## config.mk

```make
export PLATFORM = sky130hd
export DESIGN_NAME = ii_rect_sum
export DESIGN_NICKNAME = d
export VERILOG_FILES = /design/src/rtl/ii_rect_sum.sv
export SDC_FILE = /design/constraint.sdc
export NUM_CORES = 1
export LEC_CHECK = 0
export CORE_MARGIN = 4
export CORE_UTILIZATION = 40
export CTS_BUF_LIST = sky130_fd_sc_hd__clkbuf_8
export CTS_CLUSTER_DIAMETER = 80
export DETAILED_ROUTE_END_ITERATION = 12
export MAX_ROUTING_LAYER = met4
export PLACE_DENSITY = 0.59
export SLEW_MARGIN = 20
export SYNTH_ARGS = -nofsm -noshare
export SYNTH_HDL_FRONTEND = slang
export SYNTH_SLANG_ARGS = --single-unit
```

## constraint.sdc

```tcl
create_clock -name ov7670_pclk -period 6.9 [get_ports ov7670_pclk]
set_input_delay 1.035 -clock ov7670_pclk [delete_from_list [all_inputs] [get_ports ov7670_pclk]]
set_output_delay 1.035 -clock ov7670_pclk [all_outputs]
set_load 0.005 [all_outputs]
```

## src/rtl/ii_rect_sum.sv

```systemverilog
// Rectangle sum over an integral image: fetches up to four corner entries
// (D - B - C + A) and returns the pixel sum with a valid/ready handshake.
module ii_rect_sum #(
  parameter int II_WIDTH  = 160,
  parameter int II_HEIGHT = 120
) (
  input  logic        ov7670_pclk,
  input  logic        rst,
  input  logic        req_valid,
  output logic        req_ready,
  input  logic [7:0]  req_x,
  input  logic [7:0]  req_y,
  input  logic [7:0]  req_w,
  input  logic [7:0]  req_h,
  output logic        ii_rd_en,
  output logic [14:0] ii_rd_address,
  input  logic [31:0] ii_rd_data,
  output logic        sum_valid,
  output logic [19:0] sum,
  output logic        sum_err,
  input  logic        sum_ready
);

  typedef enum logic [2:0] {IDLE, RD0, RD1, RD2, RD3, WAIT, OUT} state_t;

  state_t             state_r, state_s;
  logic [7:0]         x_r, y_r, w_r, h_r;
  logic signed [20:0] acc_r, acc_s, term_s;
  logic               pend_r, pend_sub_r;
  logic               rd_sub_r;
  logic               accept_s, req_bad_s;
  logic [8:0]         x_end_s, y_end_s, x2_s, y2_s;
  logic [7:0]         g_x_s, g_y_s, g_w_s, g_h_s;
  logic               rd_s, sub_s;
  logic [7:0]         row_s, col_s;
  logic               unused_data_s;

  assign req_ready     = (state_r == IDLE);
  assign accept_s      = req_valid && (state_r == IDLE);
  assign unused_data_s = ^ii_rd_data[31:20];

  assign x_end_s   = {1'b0, req_x} + {1'b0, req_w};
  assign y_end_s   = {1'b0, req_y} + {1'b0, req_h};
  assign req_bad_s = (req_w == 8'd0) || (req_h == 8'd0) ||
                     (x_end_s > 9'(II_WIDTH)) || (y_end_s > 9'(II_HEIGHT));

  // Corner geometry comes straight from the request on the accept edge.
  assign g_x_s = accept_s ? req_x : x_r;
  assign g_y_s = accept_s ? req_y : y_r;
  assign g_w_s = accept_s ? req_w : w_r;
  assign g_h_s = accept_s ? req_h : h_r;
  assign x2_s  = {1'b0, g_x_s} + {1'b0, g_w_s} - 9'd1;
  assign y2_s  = {1'b0, g_y_s} + {1'b0, g_h_s} - 9'd1;

  // Next-state logic.
  always_comb begin
    state_s = state_r;
    case (state_r)
      IDLE: begin
        if (accept_s) begin
          state_s = req_bad_s ? OUT : RD0;
        end else begin
          state_s = IDLE;
        end
      end
      RD0:  state_s = RD1;
      RD1:  state_s = RD2;
      RD2:  state_s = RD3;
      RD3:  state_s = WAIT;
      WAIT: state_s = OUT;
      OUT: begin
        if (sum_ready) begin
          state_s = IDLE;
        end else begin
          state_s = OUT;
        end
      end
      default: state_s = IDLE;
    endcase
  end

  // Corner selection for the read issued while in the upcoming state.
  always_comb begin
    rd_s  = 1'b0;
    sub_s = 1'b0;
    row_s = 8'd0;
    col_s = 8'd0;
    case (state_s)
      RD0: begin
        rd_s  = 1'b1;
        row_s = y2_s[7:0];
        col_s = x2_s[7:0];
      end
      RD1: begin
        rd_s  = (g_y_s != 8'd0);
        sub_s = 1'b1;
        row_s = g_y_s - 8'd1;
        col_s = x2_s[7:0];
      end
      RD2: begin
        rd_s  = (g_x_s != 8'd0);
        sub_s = 1'b1;
        row_s = y2_s[7:0];
        col_s = g_x_s - 8'd1;
      end
      RD3: begin
        rd_s  = (g_x_s != 8'd0) && (g_y_s != 8'd0);
        row_s = g_y_s - 8'd1;
        col_s = g_x_s - 8'd1;
      end
      default: begin
        rd_s = 1'b0;
      end
    endcase
  end

  // RAM data returns two edges after the strobe is registered.
  always_comb begin
    term_s = $signed({1'b0, ii_rd_data[19:0]});
    if (pend_r) begin
      acc_s = pend_sub_r ? (acc_r - term_s) : (acc_r + term_s);
    end else begin
      acc_s = acc_r;
    end
  end

  // State, request capture, read port, accumulator and result registers.
  always_ff @(posedge ov7670_pclk) begin
    if (rst) begin
      state_r       <= IDLE;
      x_r           <= 8'd0;
      y_r           <= 8'd0;
      w_r           <= 8'd0;
      h_r           <= 8'd0;
      acc_r         <= 21'sd0;
      ii_rd_en      <= 1'b0;
      ii_rd_address <= 15'd0;
      rd_sub_r      <= 1'b0;
      pend_r        <= 1'b0;
      pend_sub_r    <= 1'b0;
      sum_valid     <= 1'b0;
      sum           <= 20'd0;
      sum_err       <= 1'b0;
    end else begin
      state_r    <= state_s;
      ii_rd_en   <= rd_s;
      rd_sub_r   <= sub_s;
      pend_r     <= ii_rd_en;
      pend_sub_r <= rd_sub_r;
      if (rd_s) begin
        ii_rd_address <= {7'd0, row_s} * 15'(II_WIDTH) + {7'd0, col_s};
      end else begin
        ii_rd_address <= ii_rd_address;
      end
      if (accept_s) begin
        x_r   <= req_x;
        y_r   <= req_y;
        w_r   <= req_w;
        h_r   <= req_h;
        acc_r <= 21'sd0;
      end else begin
        acc_r <= acc_s;
      end
      if ((state_s == OUT) && (state_r != OUT)) begin
        sum_valid <= 1'b1;
        sum_err   <= (state_r == IDLE);
        sum       <= (state_r == IDLE) ? 20'd0 : acc_s[19:0];
      end else if ((state_r == OUT) && sum_ready) begin
        sum_valid <= 1'b0;
      end else begin
        sum_valid <= sum_valid;
      end
    end
  end

endmodule

```

=== After elaboration in Yosys (flattened, before gate mapping) ===
Cells that the tools add are included.

* Add/sub/neg operators: 11
* Multiply operators: 1
* Div/mod/pow operators: 0
* $lt $le $gt $ge: 2
* Eq/ne operators: 12
* Shift-type cells: 0
* Muxes and demuxes: 17
* Bitwise logic cells: 0
* Reductions and logical operators: 19

{| class="wikitable"
|+ Operators with widths
! kind !! number
|-
| 2-to-1 mux 20 bit || 2
|-
| 2-to-1 mux 8 bit || 4
|-
| one-hot mux 8 bit (2 select lines) || 2
|-
| subtractor 8 x 1 -> 8 bit (second input constant) || 4
|-
| adder 21 bit || 1
|-
| 2-to-1 mux 21 bit || 1
|-
| one-hot mux 3 bit (7 select lines) || 1
|-
| subtractor 21 bit || 1
|-
| adder 8 x 8 -> 9 bit || 2
|-
| adder 8 bit || 2
|-
| logical NOT 8 bit || 2
|-
| nonzero test 8 bit || 2
|-
| adder 15 x 8 -> 15 bit || 1
|-
| equality test 3 bit (second input constant) || 5
|-
| equality test 3 x 2 -> 1 bit (second input constant) || 4
|-
| OR reduction 2 bit || 6
|-
| multiplier 8 x 3 -> 10 bit (second input constant) || 1
|-
| > comparator 9 x 7 -> 1 bit (second input constant) || 1
|-
| > comparator 9 x 8 -> 1 bit (second input constant) || 1
|-
| 2-to-1 mux 3 bit || 3
|-
| equality test 3 x 1 -> 1 bit (second input constant) || 2
|-
| logical AND 1 bit || 4
|-
| one-hot mux 1 bit (4 select lines) || 1
|-
| logical NOT 3 bit || 1
|-
| other kinds (4) || 8
|}

* Register bits: 97
* Bits in latches: 0
* Bits in writable memories: 0
* Memory bits (read-only): 0
* Input bits: 68
* Output and inout port bits: 39
* Logic and storage cells: 77
* Memories: 0

=== Depth between registers and ports, before layout ===
* Word-level depth: 12
* Depth in mapped cells: 28
* Gate-level depth less buffers: 25

=== Least setup slack after synthesis ===
No wires, ideal clock.

* Path type: input -> register
* From: input port req_valid
* To: register ii_rd_address[14]
* Library setup time: 0.086 ns
* Arrival time: 6.313 ns
* Required time: 6.814 ns
* Slack: 0.501 ns
* Stages on the path: 26
* Path through: nor4b_2 buf_4 buf_2 buf_1 clkbuf_1 mux2i_1 ha_1 inv_1 ha_1 fa_1 xnor2_1 o22ai_1 nand2_1 inv_1 nor2_1 ha_1 inv_1 fa_1 nand2b_1 or2_2 nor2_1 nand2_1 or3_1 a21oi_1 xnor2_1 a211oi_1

* Cells in the longest elaborated chain, start to end: 8

{| class="wikitable"
|+ RTL lines
! item !! line !! source
|-
| from (decl) || 9 || <nowiki>input logic req_valid,</nowiki>
|-
| logical AND 1 bit * || 39 || <nowiki>assign accept_s = req_valid && (state_r == IDLE);</nowiki>
|-
| parallel branches: the longest is 7 deep, another holds adder 15 x 8 -> 15 bit || - ||
|-
| to (signal assigned) || 151 || <nowiki>ii_rd_address <= {7'd0, row_s} * 15'(II_WIDTH) + {7'd0, col_s};</nowiki>
|-
| to (signal assigned) || 153 || <nowiki>ii_rd_address <= ii_rd_address;</nowiki>
|-
| to (decl) || 16 || <nowiki>output logic [14:0] ii_rd_address,</nowiki>
|}

Mark *: on every way between the ends.
A chain may end at the register's enable or synchronous reset.

=== Worst setup path after layout ===
* From: input port req_y[0]
* To: register ii_rd_address[14]

* Cells in the longest elaborated chain, start to end: 11

{| class="wikitable"
|+ RTL lines
! item !! line !! source
|-
| from (decl) || 12 || <nowiki>input logic [7:0] req_y,</nowiki>
|-
| adder 8 x 8 -> 9 bit || 43 || <nowiki>assign y_end_s = {1'b0, req_y} + {1'b0, req_h};</nowiki>
|-
| > comparator 9 x 7 -> 1 bit || 45 || <nowiki>(x_end_s > 9'(II_WIDTH)) || (y_end_s > 9'(II_HEIGHT));</nowiki>
|-
| logical OR 1 bit || 45 ||
|-
| 2-to-1 mux 3 bit || 61 || <nowiki>state_s = req_bad_s ? OUT : RD0;</nowiki>
|-
| 2-to-1 mux 3 bit || 60 || <nowiki>if (accept_s) begin</nowiki>
|-
| one-hot mux 3 bit (7 select lines) || 58 || <nowiki>case (state_r)</nowiki>
|-
| equality test 3 bit, or another cell as far along || 88 || <nowiki>case (state_s)</nowiki>
|-
| OR reduction 2 bit (no source line) || - ||
|-
| one-hot mux 8 bit (2 select lines) || 88 ||
|-
| multiplier 8 x 3 -> 10 bit || 151 ||
|-
| adder 15 x 8 -> 15 bit || 151 ||
|}

Parallel ways exist; a longest one is shown, timed or not.

==> results.yml <==
run_status:
  status: "complete, no violations"
sta:
  fin_crit_sh: 0.919
  setup_ws_ns: 0.562
  fin_crit_ns: 6.34
  rsz0062_at_grt: "false"
  slew_violations: 0
  slew_headroom: 0.472
  max_freq_mhz: 158
  tightest_slew_ns: 0.793
  finalHoldViolations: 0
  setup_viol: 0
  fin_setup_tns_ns: 0
  skew_ns: 0.0119
clocking:
  clk_latency_ns: 0.39
  hold_buffers: 0
  clock-sinks: 96
  cts_resized: 0
  root_buffer: "clkbuf_8"
  clk_pin_slew_ns: 0.10
  postCtsSetupBuffers: 0
  cts_tree: "built"
  clock_path_buffers: 2
  ctsHtreeMaxLevel: 3
  cts_made_buffers: 9
worst_setup_path:
  endpoint_kind: "register"
  worst_path_max_delay_cell: "clkdlybuf4s50_1"
  cp_data_arrival_time_ns: 6.63
  critical_path_class: "in2reg"
  critPathLaunchType: "input port"
  crit_top_cell: "nand2_1"
  crit_required_ns: 7.19
  worstPathMaxFanout: 5
  max_stage_delay_ns: 0.47
synthesis:
  ys_seq_area_frac: 0.264
  yosysTopAreaCell: "dfxtp_1"
  netlist.area_leader.share: 0.264
  synth_most_common_cell: "nor2_1"
  post_synth_num_cell_types: 77
  synthTopCellsByArea: "dfxtp_1 26%, ha_1 14%, nor2_1 6.5%"
  synth.ff_latch_count: 96
  netlist_area_um2: 7280
  synth_nets: 1033
  ys_warn_count: 0
  synth_commonest_cells: "127 x nor2_1, 96 x dfxtp_1, 80 x ha_1"
  postSynthCellCount: 879
  synth_edf_count: 0
  synthFlopType: "dfxtp_1"
  synth_area_per_cell_um2: 8.28
  async_flop_share: 0
power:
  power.switching_uw: 1730
  combPwrFrac: 0.694
  power.share.clock: 0.103
  pwr-share-seq: 0.202
  p_sw_frac: 0.468
  cellPowerDensity_nw_per_um2: 425
  power_leakage_uw: 0.00359
  max-vdd-ir-drop_uv: 244
  p_int_uw: 1970
final_layout:
  multi_input_area_um2: 5020
  n_fill_cell: 1825
  n_antenna_cell: 0
  nets: 1125
  layout-drive-gt1-share: 0.0594
  final_util: 0.487
  regArea_um2: 1920
  syn_to_final_growth_pct: 19.7
route:
  wire_per_inst_um: 14.7
  firstDrtPassIters: 4
  drtAntennaViolNets: 0
  drtIter0Drc: 237
  wirelength_um: 17700
  drc: 0
  via_per_inst: 5.19
  num_vias: 6258
place:
  dp_hpwl_um: 14000
  gp_congestion: 0.818
  preCtsSetupSlack_ns: 0.214
  numPortBuffers: 94
floorplan:
  boundaryPins: 107
  die_h_um: 143
  start_util: 0.407
  rows: 49
  die_w_um: 143
  core_area_um2: 17900
  dieArea_um2: 20400
flow_run:
  cap_violations: 0
grt:
  grt_overflow_total: 0
  grt_pass1_vias: 6026
  antenna_found_initial: 0
  grt_max_degree: 75
  grt_first_pass_wirelength_um: 29500
  grt_use_total: 0.182
hold_path:
  hold_class: "reg2reg"
[cells in the final DEF (no fill, tap or decap), types with 25 or more instances in the layout]
master / Yosys / layout
a21oi_1: 66 / 66
clkdlybuf4s50_1: 0 / 93
dfxtp_1: 96 / 96
ha_1: 80 / 80
inv_1: 53 / 54
mux2i_1: 42 / 42
nand2_1: 52 / 52
nor2_1: 127 / 127
xnor2_1: 47 / 47
xor2_1: 25 / 25
[layout make-up]
class                           count  area share
Timing Repair Buffer              113       0.124
Multi-Input combinational cell    694       0.576
Clock buffer                        9      0.0142
Tap cell                          229      0.0329
Inverter                           57      0.0246
Sequential cell                    96       0.221
Clock inverter                      7     0.00833
[per-stage QoR]
stage | power (uW) | cells | cell area, um2 | hold slack [ns]
final | 3700 | 1205 | 8710 | 0.437
after global routing | 4120 | 1205 | 8710 | 0.467
after CTS | 3750 | 1205 | 8710 | 0.447
after detailed placement | 3340 | 1189 | 8520 | 0.427
after global placement | 3340 | 1189 | 8520 | 0.419
after floorplan | 2720 | 879 | 7280 | 0.414
[final timing paths]
path / end / cells past startpoint / slack, ns / from
worst max-delay path: ii_rd_address[14] / 25 / 0.56 / req_y[0]
worst min-delay path: pend_sub_r / 1 / 0.44 / rd_sub_r
worst max register to register: ii_rd_address[9] / 20 / 1.57 / state_r[2]
worst min register to register: pend_sub_r / 1 / 0.44 / rd_sub_r
[power by group through the flow]
stage               clock, uW  sequential (uW)  combinational (uW)
finish                    383              749                2570
global route              419              764                2940
CTS                       401              750                2600
detailed placement          0              763                2570
global placement            0              762                2570
floorplan                   0              711                2010
[worst max-delay path, delay by kind of cell]
family                   cells  cell delay, ns
AO/OA/AOI/OAI                7            1.75
buffers and inverters        3            0.64
XOR/XNOR                     1            0.09
AND/OR/NAND/NOR             10            1.74
adder cells (fa/ha/maj)      4            1.36
[cells by family (layout without fill, tap and decap cells)]
| kind of cell | Yosys count | in the layout | share of synthesized area |
|---|---|---|---|
| AOI/OAI and AO/OA | 206 | 206 | 0.201 |
| muxes | 45 | 45 | 0.0624 |
| and+or+nand+nor | 285 | 285 | 0.183 |
| buffers and inverters | 89 | 186 | 0.0481 |
| DFF | 96 | 96 | 0.264 |
| xor gates and xnor gates | 72 | 72 | 0.0866 |
| adders and majority gates | 86 | 86 | 0.154 |
[state kept, by name, indices dropped and copies added, names as in the netlist, 3 cells and up]
| register | flops |
|---|---|
| acc_r | 20 |
| h_r | 8 |
| ii_rd_address | 15 |
| state_r | 3 |
| sum | 20 |
| w_r | 8 |
| x_r | 8 |
| y_r | 8 |
[routing by layer]
| metal | part of all wire | track usage | up-vias |
|---|---|---|---|
| met5 | 0 | - | - |
| met4 | 0.013 | 0.0440 | 0 |
| met3 | 0.044 | 0.0365 | 17 |
| met2 | 0.47 | 0.299 | 106 |
| met1 | 0.47 | 0.231 | 2814 |
| li1 | - | - | 3321 |
No activity file was read; power rests on OpenSTA's default activity.
